File: src/rtl/layer4_fc_sequencer_pkg.sv
// Shared constants and state encoding for the FC layer (120 -> 84) sequencer and its PE.
package layer4_fc_sequencer_pkg;

  localparam int unsigned N_IN   = 120;  // inputs per neuron, matches the PE's fixed count
  localparam int unsigned N_OUT  = 84;   // neurons per layer pass
  localparam int unsigned DW     = 16;   // signed fixed-point data width
  localparam int unsigned ACT_AW = 7;    // activation / bias / result address width
  localparam int unsigned W_AW   = 14;   // weight address width

  typedef enum logic [2:0] {
    StIdle,
    StClr,
    StIssue,
    StDrain,
    StWrite,
    StDone
  } fc_state_e;

endpackage

File: src/rtl/layer4_fc_sequencer.sv
// Sequencer for the fully-connected layer: streams activation/weight pairs of each neuron into the
// accumulating PE, captures the PE result and writes it to the result buffer.
module layer4_fc_sequencer
  import layer4_fc_sequencer_pkg::*;
(
  input  logic              clk,
  input  logic              reset,      // asynchronous, active-low
  input  logic              start,
  output logic              busy,
  output logic              done,
  output logic              err,
  output logic [ACT_AW-1:0] act_addr,
  input  logic [DW-1:0]     act_rdata,
  output logic [W_AW-1:0]   w_addr,
  input  logic [DW-1:0]     w_rdata,
  output logic [ACT_AW-1:0] b_addr,
  input  logic [DW-1:0]     b_rdata,
  output logic              pe_reset,
  output logic              pe_ena,
  output logic [DW-1:0]     pe_din1,
  output logic [DW-1:0]     pe_din2,
  output logic [DW-1:0]     pe_bias,
  input  logic [DW-1:0]     pe_dout,
  input  logic              pe_finish,
  output logic              res_we,
  output logic [ACT_AW-1:0] res_addr,
  output logic [DW-1:0]     res_wdata
);

  localparam logic [ACT_AW-1:0] LastIdx    = ACT_AW'(N_IN - 1);
  localparam logic [ACT_AW-1:0] LastNeuron = ACT_AW'(N_OUT - 1);
  localparam logic [W_AW-1:0]   WStep      = W_AW'(N_IN);

  fc_state_e         state_q, state_d;
  logic [ACT_AW-1:0] idx_q, idx_d;        // input index within the current neuron
  logic [ACT_AW-1:0] neuron_q, neuron_d;
  logic [W_AW-1:0]   wbase_q, wbase_d;    // neuron * N_IN, built by repeated addition
  logic              drain_q, drain_d;    // second DRAIN cycle
  logic              err_q, err_d;
  logic              pe_reset_q, pe_reset_d;
  logic              pe_ena_q, pe_ena_d;
  logic [DW-1:0]     bias_q, bias_d;
  logic [DW-1:0]     res_q, res_d;

  // Next-state, counters and captured data.
  always_comb begin
    state_d  = state_q;
    idx_d    = idx_q;
    neuron_d = neuron_q;
    wbase_d  = wbase_q;
    drain_d  = drain_q;
    err_d    = err_q;
    bias_d   = bias_q;
    res_d    = res_q;
    unique case (state_q)
      StIdle: begin
        if (start) begin
          state_d  = StClr;
          neuron_d = '0;
          wbase_d  = '0;
          err_d    = 1'b0;
        end
      end
      StClr: begin
        state_d = StIssue;
        idx_d   = '0;
      end
      StIssue: begin
        // Bias was addressed during CLR, so its data is on b_rdata now.
        if (idx_q == '0) bias_d = b_rdata;
        if (idx_q == LastIdx) begin
          idx_d   = '0;
          drain_d = 1'b0;
          state_d = StDrain;
        end else begin
          idx_d = idx_q + ACT_AW'(1);
        end
      end
      StDrain: begin
        if (!drain_q) begin
          drain_d = 1'b1;
        end else begin
          drain_d = 1'b0;
          if (pe_finish) begin
            res_d   = pe_dout;
            state_d = StWrite;
          end else begin
            err_d   = 1'b1;
            state_d = StIdle;
          end
        end
      end
      StWrite: begin
        if (neuron_q == LastNeuron) begin
          state_d = StDone;
        end else begin
          neuron_d = neuron_q + ACT_AW'(1);
          wbase_d  = wbase_q + WStep;
          state_d  = StClr;
        end
      end
      StDone:  state_d = StIdle;
      default: state_d = StIdle;
    endcase
    // pe_ena trails the address by one cycle so it lines up with the returning read data.
    pe_ena_d   = (state_q == StIssue);
    pe_reset_d = state_d inside {StIdle, StClr, StDone};
  end

  // State and datapath registers.
  always_ff @(posedge clk or negedge reset) begin
    if (!reset) begin
      state_q    <= StIdle;
      idx_q      <= '0;
      neuron_q   <= '0;
      wbase_q    <= '0;
      drain_q    <= 1'b0;
      err_q      <= 1'b0;
      pe_reset_q <= 1'b1;
      pe_ena_q   <= 1'b0;
      bias_q     <= '0;
      res_q      <= '0;
    end else begin
      state_q    <= state_d;
      idx_q      <= idx_d;
      neuron_q   <= neuron_d;
      wbase_q    <= wbase_d;
      drain_q    <= drain_d;
      err_q      <= err_d;
      pe_reset_q <= pe_reset_d;
      pe_ena_q   <= pe_ena_d;
      bias_q     <= bias_d;
      res_q      <= res_d;
    end
  end

  assign busy      = (state_q != StIdle) && (state_q != StDone);
  assign done      = (state_q == StDone);
  assign err       = err_q;
  assign act_addr  = idx_q;
  assign w_addr    = wbase_q + W_AW'(idx_q);
  assign b_addr    = neuron_q;
  assign pe_reset  = pe_reset_q;
  assign pe_ena    = pe_ena_q;
  assign pe_din1   = act_rdata;
  assign pe_din2   = w_rdata;
  assign pe_bias   = bias_q;
  assign res_we    = (state_q == StWrite);
  assign res_addr  = neuron_q;
  assign res_wdata = res_q;

endmodule

File: config.mk
export PLATFORM = sky130hd
export DESIGN_NAME = layer4_fc_sequencer
export DESIGN_NICKNAME = d
export VERILOG_FILES = /design/src/rtl/layer4_fc_sequencer_pkg.sv /design/src/rtl/layer4_fc_sequencer.sv
export SDC_FILE = /design/constraint.sdc
export NUM_CORES = 1
export LEC_CHECK = 0
export BUFFER_PORTS_ARGS = -buffer_cell sky130_fd_sc_hd__buf_2
export CAP_MARGIN = 20
export CORE_MARGIN = 1.5
export CORE_UTILIZATION = 49
export DETAILED_ROUTE_END_ITERATION = 10
export PLACE_DENSITY = 0.85
export SETUP_SLACK_MARGIN = 0.5
export SYNTH_ARGS = -nofsm -noshare
export SYNTH_HDL_FRONTEND = slang
export SYNTH_SLANG_ARGS = --single-unit
export TNS_END_PERCENT = 20
File: constraint.sdc
create_clock -name clk -period 3.7 [get_ports clk]
set_input_delay 0.555 -clock clk [delete_from_list [all_inputs] [get_ports clk]]
set_output_delay 0.555 -clock clk [all_outputs]
set_load 0.01 [all_outputs]
After elaboration in Yosys (flattened, before gate mapping)
Index checks and enable logic that the tools add are counted.
Widths: inputs -> output; s select.
- register bits after elaboration: 67
- input port bits: 68
- output and inout bits: 105
- word-level logic and storage cells: 65
- $add $sub $neg: 4
- equal/unequal tests: 15
- mux-type cells: 21
- reductions and logical operators: 15
- operators with widths (operator ; count):
    $mux 14 ; 2
    $pmux 14 s2 ; 1
    $pmux 7 s2 ; 2
    $mux 7 ; 3
    $mux 3 ; 5
    $pmux 3 s5 ; 1
    $add 14x7->14 ; 1
    $add 14x7->14 const B ; 1
    $add 7x1->7 const B ; 2
    $eq 7x7->1 const B ; 2
    $eq 3x3->1 const B ; 3
    $ne 2x2->1 const B ; 4
    $reduce_bool 2->1 ; 4
    $logic_not 7->1 ; 1
    $eq 3x1->1 const B ; 2
    $eq 3x2->1 const B ; 2
    $logic_not 3->1 ; 2
    $reduce_and 3->1 ; 2
    $reduce_bool 3->1 ; 2
    $mux 1 ; 5
    $pmux 1 s2 ; 2
    $reduce_and 2->1 ; 2
    $reduce_and 4->1 ; 1
    $ne 3x3->1 const B ; 1
    2 further kinds ; 2

Longest topological paths before layout
- depth after elaboration: 5
- mapped depth: 8
- gate-level depth less buffers: 6

Worst setup path before layout
No wires, ideal clock.
- kind: flip-flop to output port
- start point: reg idx_q[4], in the netlist act_addr[4]
- end point: out w_addr[11]
- data arrival time: 1800 ps
- data required time: 3145 ps
- slack: 1345 ps
- cell stages (with the launch flop): 7
- path buffers: 0
- cell sequence: dfrtp_1 ha_1 a21oi_1 o21bai_1 a21oi_1 nor2_1 xor2_1
- cells in the longest elaborated chain, start to end: 1
- ends and longest elaborated chain (what ; line ; text):
    start, declared ; layer4_fc_sequencer.sv:35 ; logic [ACT_AW-1:0] idx_q, idx_d;
    start signal, assigned ; layer4_fc_sequencer.sv:125 ; idx_q <= idx_d;
    $add 14x7->14 ; layer4_fc_sequencer.sv:141 ; assign w_addr = wbase_q + W_AW'(idx_q);
    end, declared ; layer4_fc_sequencer.sv:14 ; output logic [W_AW-1:0] w_addr,
No other way between the ends.

Worst setup path after layout
- start point: reg idx_q[4], in the netlist act_addr[4]
- end point: out w_addr[8]
The elaborated chain is that of the path after synthesis.

==> impl_metrics.tcl <==
set metrics [dict create \
    clk_pin_slew_worst_paths_ns 0.07 \
    r2r_setup_slack_ns 1.40 \
    irDropWorstVdd_mv 0.2131 \
    clock_insertion_delay_worst_skew_ns 0.33 \
    synth_compound_gate_area_share_pct 9.239 \
    power.switching_w 0.0002869 \
    yosys_register_bits 64 \
    leakage_nw 1.973 \
    post_cts_buffers 0 \
    numCtsBuffers 9 \
    vias_per_cell 5.368 \
    drt_first_iter_violations 138 \
    drv_cap 0 \
    layout-drive-gt1-share_pct 42.53 \
    final_cell_mix "108 x buf_2, 63 x dfrtp_1, 32 x mux2_2, 19 x nand2_1, 19 x o21ai_0" \
    ctsLongestPathBuffers 2 \
    clkSinkCount 64 \
    hold_buffers 0 \
    period_share_pct 75.44 \
    crit_path_end "w_addr[8]" \
    path_class "reg -> out" \
    area_delta_synth_final_pct 14.62 \
    gp_congestion 0.8616 \
    cts_resized 0 \
    ys_types 41 \
    wl_mm 6.755 \
    synth_area_per_cell_um2 10.67 \
    crit_path_end_kind "output port" \
    synth_top_area_cell "dfrtp_1" \
    diodes 0 \
    wire_per_inst_um 14.43 \
    synth_xor_xnor_area_share_pct 3.636 \
    antenna_found_initial 0 \
    path_max_fanout 7 \
    met2_length_mm 3.306 \
    die-area_mm2 0.007388 \
    crit_start "act_addr[4]" \
    worstReg2RegStart "act_addr[0]" \
    wl_met3_um 415 \
    tightest_slew_ns 0.8614 \
    grt_pass1_vias 2339 \
    drt-met1-wl_mm 2.895 \
    muxShareOfSynthArea_pct 10.69 \
    multi_input_area_mm2 0.001351 \
    outcome "finished clean" \
    critPathArrivalTime_ns 2.24 \
    grt_use_total_pct 19.02 \
    ff_latch_area_mm2 0.001603 \
    worstSetupStartpointType "flop" \
    sequentialPowerShare_pct 52.9 \
    synth_top_area_share_pct 46.75 \
    setup_viol 0 \
    synth_fa_ha_area_share_pct 2.968 \
    io_buffers 108 \
    fin_crit_ns 2.791 \
    synth_top_family_by_area "simple AND/OR/NAND/NOR gates" \
    start_util_pct 50.19 \
    cts_root_buffer "clkbuf_8" \
    rsz0062_at_grt "no" \
    grt_overflow 0 \
    layout.nets 460 \
    core_mm2 0.006719 \
    internal_power_w 0.001059 \
    hold_violations 0 \
    r2r-end "b_addr[6]" \
    powerDensity_mw_per_mm2 348.3 \
    fin_tns_setup_ns 0 \
    ys_warn_count 0 \
    post-dp-hpwl_mm 4.880 \
    grt_max_degree 34 \
    ios 173 \
    syn_inst 316 \
    synth-edff-count 0 \
    p_comb_share_pct 4.2 \
    synth-simple-area-share_pct 13.43 \
    fin_worst_skew_ns 0.009659 \
    dieHeight_um 85.96 \
    tritoncts "built" \
    nFillCells 568 \
    h-tree-depth 3 \
    synthArstFlopShare_pct 100.0 \
    yosysSeqAreaShare_pct 47.53 \
    required_ns 3.14 \
    drtAntennaViolNets 0 \
    final_util_pct 57.52 \
    reg2reg_depth 7 \
    vias 2512 \
    slew_headroom_pct 42.40 \
    drc_errors 0 \
    top_layer_used "met4" \
    pwr-share-clk_pct 42.8 \
    grt_pass1_wl_mm 11.03 \
    swShare_pct 21.31 \
    drtPass1Iterations 4 \
    rows 30 \
    syn_area_mm2 0.003372 \
    yosys-top-cells-area "dfrtp_1 47%, mux2_2 11%, buf_4 9.6%" \
    final_common_cell "buf_2" \
    die_w_um 85.96 \
    synth_flop_cell "dfrtp_1" \
    synth_nets 392 \
    slew_viol_final 0 \
    fmax_mhz 358.2 \
    hold_class "in -> async" \
]
==> sequential cells by signal (all words and copies together) (netlist names) <==
register	count
drain_q	1
act_addr	7
state_q	3
res_wdata	16
pe_bias	16
pe_ena	1
b_addr	7
wbase_q	11
err	1
pe_reset	1
==> Yosys cell counts (3+ instances only) <==
library cell  instances
dfrtp_1              63
buf_4                43
mux2_2               32
nand2_1              19
o21ai_0              19
a21oi_1              16
nor2_1               14
inv_1                11
or3_1                10
nand3_1               9
xor2_1                9
clkbuf_1              8
ha_1                  8
o31ai_1               6
and3_1                5
nand2b_1              5
or4_1                 5
xnor2_1               5
nand4_1               3
==> how the worst min path moves through the flow <==
stage | end | slack, ns | depth (start not counted)
6_report | act_addr[0] | 0.16 | 1
5_1_grt | pe_bias[5] | 0.18 | 1
4_1_cts | act_addr[0] | 0.16 | 1
3_5_place_dp | res_wdata[13] | 0.49 | 1
3_3_place_gp | res_wdata[6] | 0.49 | 1
2_1_floorplan | act_addr[0] | 0.26 | 0
==> critical path, stage by stage, from the launching register on <==
cell and delay [ns]:
dfrtp_1 0.46, ha_1 0.35, a21oi_1 0.23, o21bai_1 0.14
a21oi_2 0.31, nand2b_1 0.17, xnor2_1 0.11, buf_2 0.14
==> routing by layer <==
layer	vias up	GRT usage, %
met2	80	30.42
met4	0	10.12
met5	-	0
met1	1223	23.65
li1	1192	-
met3	17	5.005
==> through the flow <==
stage / setup WS [ns] / area [um^2] / power, W / hold slack, ns / std cells
after global placement: 1.160 / 3640 / 0.0007796 / 0.4855 / 451
after detailed placement: 1.092 / 3660 / 0.0007844 / 0.4903 / 452
after global routing: 0.6924 / 3865 / 0.001402 / 0.1788 / 468
after floorplan: 1.345 / 3372 / 0.0007742 / 0.2594 / 316
after CTS: 0.7251 / 3846 / 0.001366 / 0.1559 / 467
final: 0.9086 / 3865 / 0.001346 / 0.1571 / 468
==> cell families (layout without fill, tap and decap cells) <==
| kind of cell | after synthesis | count (layout) |
|---|---|---|
| adders and majority gates | 8 | 8 |
| AOI/OAI and AO/OA | 51 | 51 |
| buffers and inverters | 65 | 137 |
| xor gates and xnor gates | 14 | 14 |
| and+or+nand+nor | 82 | 82 |
| DFF | 64 | 64 |
| muxes | 32 | 32 |
==> final cells by class <==
type	instances	area share (%)
timing repair buffer	111	15.09
tap	80	2.590
clock buffer	11	3.658
inverter	11	1.068
clock inverter	4	1.165
sequential	64	41.47
multi-input combinational	187	34.96
==> power by group through the flow <==
stage	Sequential, W	Clock [W]	Combinational [W]
floorplan	0.000730	0	0.0000438
global placement	0.000725	0	0.0000542
detailed placement	0.000726	0	0.0000586
CTS	0.000713	0.000595	0.0000587
global route	0.000713	0.000625	0.0000643
finish	0.000713	0.000577	0.0000569
(Power assumes the default switching activity.)
